**config.mk**
```make
export PLATFORM = sky130hd
export DESIGN_NAME = wb_load_align_stage
export DESIGN_NICKNAME = d
export VERILOG_FILES = /design/src/rtl/wb_load_align_stage.sv
export SDC_FILE = /design/constraint.sdc
export NUM_CORES = 1
export LEC_CHECK = 0
export CAP_MARGIN = 25
export CORE_MARGIN = 5
export CORE_UTILIZATION = 46
export DETAILED_ROUTE_END_ITERATION = 10
export PLACE_DENSITY_LB_ADDON = 0.08
export SLEW_MARGIN = 40
export SYNTH_ARGS = -nofsm -noshare
export SYNTH_HDL_FRONTEND = slang
export SYNTH_SLANG_ARGS = --single-unit
```
**constraint.sdc**
```tcl
create_clock -name i_clk -period 1.9 [get_ports i_clk]
set_input_delay 0.19 -clock i_clk [delete_from_list [all_inputs] [get_ports i_clk]]
set_output_delay 0.19 -clock i_clk [all_outputs]
set_load 0.02 [all_outputs]
```
**src/rtl/wb_load_align_stage.sv**
```systemverilog
// Registered MIPS writeback stage: load alignment/extension, LUI/ALU select, memory-wait with timeout.
// Optional misaligned-load detection is enabled by defining WB_ALIGN_CHK_EN.
module wb_load_align_stage #(
  parameter int BITS_SIZE      = 32,
  parameter int BYTE_BITS_SIZE = 8,
  parameter int HW_BITS        = 16,
  parameter int BITS_REGS      = 5,
  parameter int MEM_TIMEOUT    = 15,
  localparam int OFF_BITS      = $clog2(BITS_SIZE/8)
) (
  input  logic                 i_clk,
  input  logic                 i_reset,
  input  logic                 i_valid,
  output logic                 o_ready,
  input  logic                 i_reg_write,
  input  logic [BITS_REGS-1:0] i_rd,
  input  logic                 i_mem_to_reg,
  input  logic                 i_lui,
  input  logic [1:0]           i_size_filterL,
  input  logic                 i_zero_extend,
  input  logic [OFF_BITS-1:0]  i_addr_low,
  input  logic [BITS_SIZE-1:0] i_alu,
  input  logic [BITS_SIZE-1:0] i_extension,
  input  logic                 i_mem_rvalid,
  input  logic [BITS_SIZE-1:0] i_mem_rdata,
  output logic                 o_wb_valid,
  output logic                 o_wb_we,
  output logic [BITS_REGS-1:0] o_wb_rd,
  output logic [BITS_SIZE-1:0] o_wb_data,
  output logic                 o_stall,
  output logic                 o_timeout,
  output logic                 o_misalign
);

  localparam int CNT_BITS = $clog2(MEM_TIMEOUT + 1);

  localparam logic [0:0] IDLE     = 1'b0;
  localparam logic [0:0] WAIT_MEM = 1'b1;

  logic [0:0]          state;
  logic [CNT_BITS-1:0] cnt;

  logic                 h_we;
  logic [BITS_REGS-1:0] h_rd;
  logic [1:0]           h_size;
  logic                 h_zext;
  logic [OFF_BITS-1:0]  h_off;

  logic is_load;
  logic we_req;
  logic misalign_in;

  function automatic logic [BITS_SIZE-1:0] filter(
    input logic [BITS_SIZE-1:0] rdata,
    input logic [1:0]           size,
    input logic                 zext,
    input logic [OFF_BITS-1:0]  off
  );
    logic [BITS_SIZE-1:0]      lane;
    logic [OFF_BITS-1:0]       hoff;
    logic [BYTE_BITS_SIZE-1:0] b;
    logic [HW_BITS-1:0]        h;
    logic [31:0]               w;
    lane = '0;
    hoff = {off[OFF_BITS-1:1], 1'b0};
    b    = '0;
    h    = '0;
    w    = '0;
    filter = '1;
    case (size)
      2'b01: begin
        lane   = rdata >> (BYTE_BITS_SIZE * off);
        b      = lane[BYTE_BITS_SIZE-1:0];
        filter = zext ? BITS_SIZE'(b) : BITS_SIZE'($signed(b));
      end
      2'b10: begin
        lane   = rdata >> (BYTE_BITS_SIZE * hoff);
        h      = lane[HW_BITS-1:0];
        filter = zext ? BITS_SIZE'(h) : BITS_SIZE'($signed(h));
      end
      2'b00: begin
        // On a 64-bit datapath the top offset bit picks the word; at 32 bits this is a pass-through.
        lane   = rdata >> (32 * ((BITS_SIZE == 64) ? int'(off[OFF_BITS-1]) : 0));
        w      = lane[31:0];
        filter = zext ? BITS_SIZE'(w) : BITS_SIZE'($signed(w));
      end
      default: filter = '1;
    endcase
  endfunction

  assign is_load = i_mem_to_reg & ~i_lui;
  assign we_req  = i_reg_write & (i_rd != '0);

`ifdef WB_ALIGN_CHK_EN
  assign misalign_in = is_load &&
                       ((i_size_filterL == 2'b10 && i_addr_low[0]) ||
                        (i_size_filterL == 2'b00 && i_addr_low[1:0] != 2'b00));
`else
  assign misalign_in = 1'b0;
`endif

  assign o_ready = (state == IDLE);
  assign o_stall = ~o_ready;

  always_ff @(posedge i_clk or negedge i_reset) begin
    if (!i_reset) begin
      state      <= IDLE;
      cnt        <= '0;
      h_we       <= 1'b0;
      h_rd       <= '0;
      h_size     <= '0;
      h_zext     <= 1'b0;
      h_off      <= '0;
      o_wb_valid <= 1'b0;
      o_wb_we    <= 1'b0;
      o_wb_rd    <= '0;
      o_wb_data  <= '0;
      o_timeout  <= 1'b0;
      o_misalign <= 1'b0;
    end else begin
      o_wb_valid <= 1'b0;
      o_wb_we    <= 1'b0;
      o_timeout  <= 1'b0;
      o_misalign <= 1'b0;
      case (state)
        IDLE: begin
          if (i_valid) begin
            if (!is_load) begin
              o_wb_valid <= 1'b1;
              o_wb_we    <= we_req;
              o_wb_rd    <= i_rd;
              o_wb_data  <= i_lui ? i_extension : i_alu;
            end else if (misalign_in) begin
              o_wb_valid <= 1'b1;
              o_wb_rd    <= i_rd;
              o_misalign <= 1'b1;
            end else if (i_mem_rvalid) begin
              o_wb_valid <= 1'b1;
              o_wb_we    <= we_req;
              o_wb_rd    <= i_rd;
              o_wb_data  <= filter(i_mem_rdata, i_size_filterL, i_zero_extend, i_addr_low);
            end else begin
              h_we   <= we_req;
              h_rd   <= i_rd;
              h_size <= i_size_filterL;
              h_zext <= i_zero_extend;
              h_off  <= i_addr_low;
              cnt    <= '0;
              state  <= WAIT_MEM;
            end
          end
        end
        WAIT_MEM: begin
          // Data arriving on the final allowed cycle takes priority over the abort.
          if (i_mem_rvalid) begin
            o_wb_valid <= 1'b1;
            o_wb_we    <= h_we;
            o_wb_rd    <= h_rd;
            o_wb_data  <= filter(i_mem_rdata, h_size, h_zext, h_off);
            state      <= IDLE;
          end else if (cnt == CNT_BITS'(MEM_TIMEOUT - 1)) begin
            o_wb_valid <= 1'b1;
            o_wb_rd    <= h_rd;
            o_timeout  <= 1'b1;
            state      <= IDLE;
          end else begin
            cnt <= cnt + 1'b1;
          end
        end
        default: state <= IDLE;
      endcase
    end
  end

endmodule

```
[Word-level counts from Yosys, hierarchy flattened]
Index checks and enable logic that the tools add are counted.
Operators by class
  bitwise operators: 5
  multiplexer cells: 43
  shift operators: 4
  reductions and logical operators: 7
  equal/unequal tests: 13
  $add $sub $neg: 1
Operator list (number)
  two-way mux 32 bit: 9
  case mux 32 bit (3 select lines): 2
  case mux 32 bit (2 select lines): 1
  >> shifter 32 x 5 -> 16 bit: 2
  >> shifter 32 x 5 -> 8 bit: 2
  two-way mux 5 bit: 5
  two-way mux 4 bit: 5
  two-way mux 1 bit: 16
  inequality test 2 bit (second input constant): 5
  case mux 5 bit (2 select lines): 1
  case mux 4 bit (2 select lines): 1
  case mux 1 bit (2 select lines): 3
  AND reduction 3 bit: 2
  AND reduction 5 bit: 1
  nonzero test 5 bit: 1
  adder 4 x 1 -> 4 bit (second input constant): 1
  equality test 2 x 1 -> 1 bit (second input constant): 2
  equality test 2 bit (second input constant): 2
  equality test 4 bit (second input constant): 1
  zero test 2 bit: 2
  AND reduction 4 bit: 1
  inequality test 3 x 2 -> 1 bit (second input constant): 1
  inequality test 3 bit (second input constant): 1
  NOT 1 bit: 3
  other kinds (2): 3
Word-level totals
  register bits: 56
  input port bits: 113
  logic and storage cells: 85
  output and inout port bits: 43

[Logic depth before layout (Yosys ltp)]
  depth after elaboration: 7
  gate-level depth with buffers: 8
  depth with buffers taken out: 7

[Worst setup path after synthesis]
Ideal clock, no wire load.
  kind: register to register
  from: register state (netlist: o_stall)
  to: register o_wb_data[10]
  arrival: 1695 ps
  data required time: 1771 ps
  path slack: 77 ps
  path buffers: 2
  clock period less this slack: 1823 ps
  cell stages (with the launch flop): 7
  cell sequence: dfrtp_1 buf_2 inv_2 nand2_1 a21o_1 clkbuf_1 a2111o_1
Between the ends
  longest elaborated chain between the ends: 3
  elaborated cells on any way between the ends: 6
RTL lines
  from (decl): RTL line 40  | logic [0:0] state;
  from (signal assigned): RTL line 107  | state <= IDLE;
  from (signal assigned): RTL line 149  | state <= WAIT_MEM;
  from (signal assigned): RTL line 160  | state <= IDLE;
  NOT 1 bit (no line) (*)
  named net o_ready: RTL line 14  | output logic o_ready,
  inequality test 3 bit (no line) or inequality test 2 bit (tied branches)
  AND reduction 3 bit (no line)
  to (signal assigned): RTL line 132  | o_wb_data <= i_lui ? i_extension : i_alu;
  to (signal assigned): RTL line 141  | o_wb_data <= filter(i_mem_rdata, i_size_filterL, i_zero_extend, i_addr_low);
  to (signal assigned): RTL line 159  | o_wb_data <= filter(i_mem_rdata, h_size, h_zext, h_off);
  to (decl): RTL line 29  | output logic [BITS_SIZE-1:0] o_wb_data,
The timed path passes the listed nets; every way through them passes the cells marked *.
A chain may end at the register's enable or synchronous reset.

[Worst setup path in the final report]
  from: register h_off[1]
  to: register o_wb_data[14]
Between the ends
  longest elaborated chain between the ends: 5
  elaborated cells on any way between the ends: 7
RTL lines
  from (decl): RTL line 47  | logic [OFF_BITS-1:0] h_off;
  from (signal assigned): RTL line 147  | h_off <= i_addr_low;
  >> shifter 32 x 5 -> 16 bit or >> shifter 32 x 5 -> 8 bit (tied branches): RTL line 77, 72
  two-way mux 32 bit, on equally long branches: RTL line 79, 74
  case mux 32 bit (3 select lines) (*): RTL line 70  | case (size)
  two-way mux 32 bit (*): RTL line 155  | if (i_mem_rvalid) begin
  case mux 32 bit (2 select lines) (*): RTL line 125  | case (state)
Mark *: on every way between the ends. The rest lies on a longest branch, timed or not. The select of a mux whose other input is x is not followed.

==> qor.yml <==
global_route:
  overflow: 0
  grt_max_degree: 33
  grt_pass1_vias: 4916
  grt_usage: 0.2723
  antenna_found_initial: 0
  grt_pass1_wl_mm: 25.32
cts:
  cts-root-buf: "clkbuf_8"
  clkTransAtPathRegs_ns: 0.11
  clk_path_buf_depth: 2
  cts_tree: "done"
  cts.sinks: 56
  h-tree-depth: 2
  numCtsBuffers: 5
  clkLatencyLatePin_ns: 0.32
synthesis:
  synthTopCellsByArea: "dfrtp_1 32%, mux4_2 7.7%, mux2i_1 6.6%"
  synth.top_cell.area_share: 0.3205
  yosysMostFrequentCell: "dfrtp_1"
  yosys-top-cells-count: "56 x dfrtp_1, 55 x nand2_1, 52 x a21oi_1, 52 x nor2_1"
  netlist_area_sq_um: 4372
  synth_area_per_cell_sq_um: 8.743
  ys_ff_latch: 56
  synth_cell_types: 48
  yosysSeqAreaShare: 0.3205
  synth.largest_area_cell: "dfrtp_1"
  synth_edf_count: 0
  synth_nets: 615
  netlist_instances: 500
  synth-warning-count: 0
  ys.flop_type: "dfrtp_1"
  async_reset_ff_frac: 1.000
critical_path:
  cp.required_ns: 2.10
  cp-end-kind: "flop"
  path_max_fanout: 8
  r2r_slack_ns: 0.05
  worstPathCellList: "mux4_2, nor3b_4, a221oi_2, nor2_1, a2111o_1"
  max_stage_delay_ns: 0.54
  start_kind: "flop"
  critical_path_buf_inv_count: 0
  critical_path.slowest_cell: "mux4_2"
  critPathTopFamily: "multiplexers"
  arrival_ns: 2.05
  path_class: "flop to flop"
finish:
  layout-drive-gt1-share: 0.1945
  fillerInstances: 732
  utilization: 0.7102
  syn_to_final_growth_pct: 50.11
  fin_area_sq_um: 6563
  antenna_cells: 0
  nets: 803
routing:
  vias_per_cell: 5.955
  num_vias: 4871
  drc_errors: 0
  dr.pass1.iters: 5
  wl_per_cell_um: 19.62
  drt_iter0_drc: 305
  postRouteAntennaNets: 0
  wirelength_mm: 16.05
sta:
  hold_ws_ns: 0.3568
  maxSlewHeadroom: 0.6008
  worst_pin_slew_ns: 0.5988
  max_clock_freq_ghz: 0.5402
  setup_tns_ns: 0
  hold_viol: 0
  rsz0062_at_grt: "true"
  post-route-min-period_ns: 1.851
  post-route-period-util: 0.9743
  slew_viol_final: 0
  finalSetupViolCount: 0
  fin_worst_skew_ns: 0.01444
placement:
  portBuffers: 154
  hpwl_mm: 12.60
  place_area_sq_um: 6440
  gp_congestion: 0.9356
floorplan:
  die_y_um: 107.5
  coreArea_sq_um: 9240
  dieArea_sq_um: 11550
  io_pins: 156
  rows: 35
  start_util: 0.4731
  die_w_um: 107.5
power:
  ir_drop_mv: 0.4641
  power_density_nw_per_um2: 701.5
  cellLeakagePower_uw: 0.002703
  total_power_uw: 4604
job:
  maxCapViolCount: 0
hold_path:
  hold_path.class: "primary input to async pin"
outcome:
  status: "complete, no violations"
==> per-stage QoR <==
| stage | instances | setup slack (ns) |
|---|---|---|
| global route | 818 | -0.04917 |
| detailed placement | 808 | -0.2575 |
| floorplan | 500 | 0.07678 |
| finish | 818 | 0.04879 |
| global placement | 808 | -0.2342 |
| CTS | 817 | 0.01650 |
==> final cells by class <==
| type | instances | area [sq um] | share of cell area |
|---|---|---|---|
| Clock buffer | 5 | 68.82 | 0.01049 |
| Clock inverter | 3 | 28.78 | 0.004385 |
| Inverter | 6 | 22.52 | 0.003432 |
| Multi-Input combinational cell | 395 | 2780 | 0.4236 |
| Sequential cell | 56 | 1403 | 0.2137 |
| Tap cell | 129 | 161.4 | 0.02459 |
| Timing Repair Buffer | 224 | 2098 | 0.3197 |
==> sequential cells by signal, summed over array words and instances (netlist names) <==
register,flops
cnt,4
h_off,2
h_rd,5
h_size,2
h_we,1
h_zext,1
o_stall,1
o_timeout,1
o_wb_data,32
o_wb_rd,5
o_wb_valid,1
o_wb_we,1
==> path summary, 6_finish.rpt <==
kind	start	end	depth (start not counted)
min in group i_clk	i_reg_write	h_we	3
setup / recovery	h_off[1]	o_wb_data[14]	5
hold reg to reg	h_we	h_we	2
hold / removal	i_reset	o_wb_data[1]	2
max in group asynchronous	i_reset	o_wb_data[29]	3
setup reg to reg	h_off[1]	o_wb_data[14]	5
==> power breakdown <==
part	switching [uW]	internal (uW)
Clock	460	280
Sequential	170	1410
Combinational	1130	1150
==> repair_timing <==
item,CTS,global route
buffers inserted,0,1
setup endpoints to repair,1,24
gates resized for setup,1,2
endpoints found under the hold margin,30,0
hold buffers,1,0
pin swaps,0,7
==> cell usage in the layout, fill, tap and decap left out, types with 3 or more instances in the layout <==
cell	n
a2111o_1	8
a21o_1	4
a21oi_1	50
a21oi_2	3
a221oi_1	4
a221oi_2	7
a22oi_1	16
a31oi_1	15
buf_12	3
buf_4	67
clkbuf_8	5
clkdlybuf4s50_1	151
dfrtp_1	55
inv_1	5
mux2_2	24
mux2i_1	29
mux4_2	15
nand2_1	54
nand2b_1	7
nand3_1	5
nand4_1	3
nor2_1	52
nor3_1	10
o21ai_0	26
o21ai_1	17
o221ai_1	8
o22a_1	7
o22ai_1	7
==> worst reg2reg max path: stages (launching register included) <==
cell and delay [ns]:
dfrtp_1 0.39, mux4_2 0.54, nor3b_4 0.22, a221oi_2 0.18, nor2_1 0.06, a2111o_1 0.35
==> cell families (layout without fill, tap and decap cells) <==
family,count (synthesis),after routing,share of synthesized area
buf+inv,49,238,0.04579
compound gates,178,178,0.2710
fa+ha+maj,2,2,0.005723
mux,69,69,0.2081
flops,56,56,0.3205
simple gates,143,143,0.1440
xor+xnor,2,2,0.004008
other cells,1,1,0.0008578
==> metal layers <==
metal,track usage,share of wire,vias up
li1,-,-,2259
met1,0.3452,0.40,2350
met2,0.4529,0.48,228
met3,0.05939,0.084,34
met4,0.1037,0.033,0
met5,0,0,-
No activity file was read; power rests on OpenSTA's default activity.
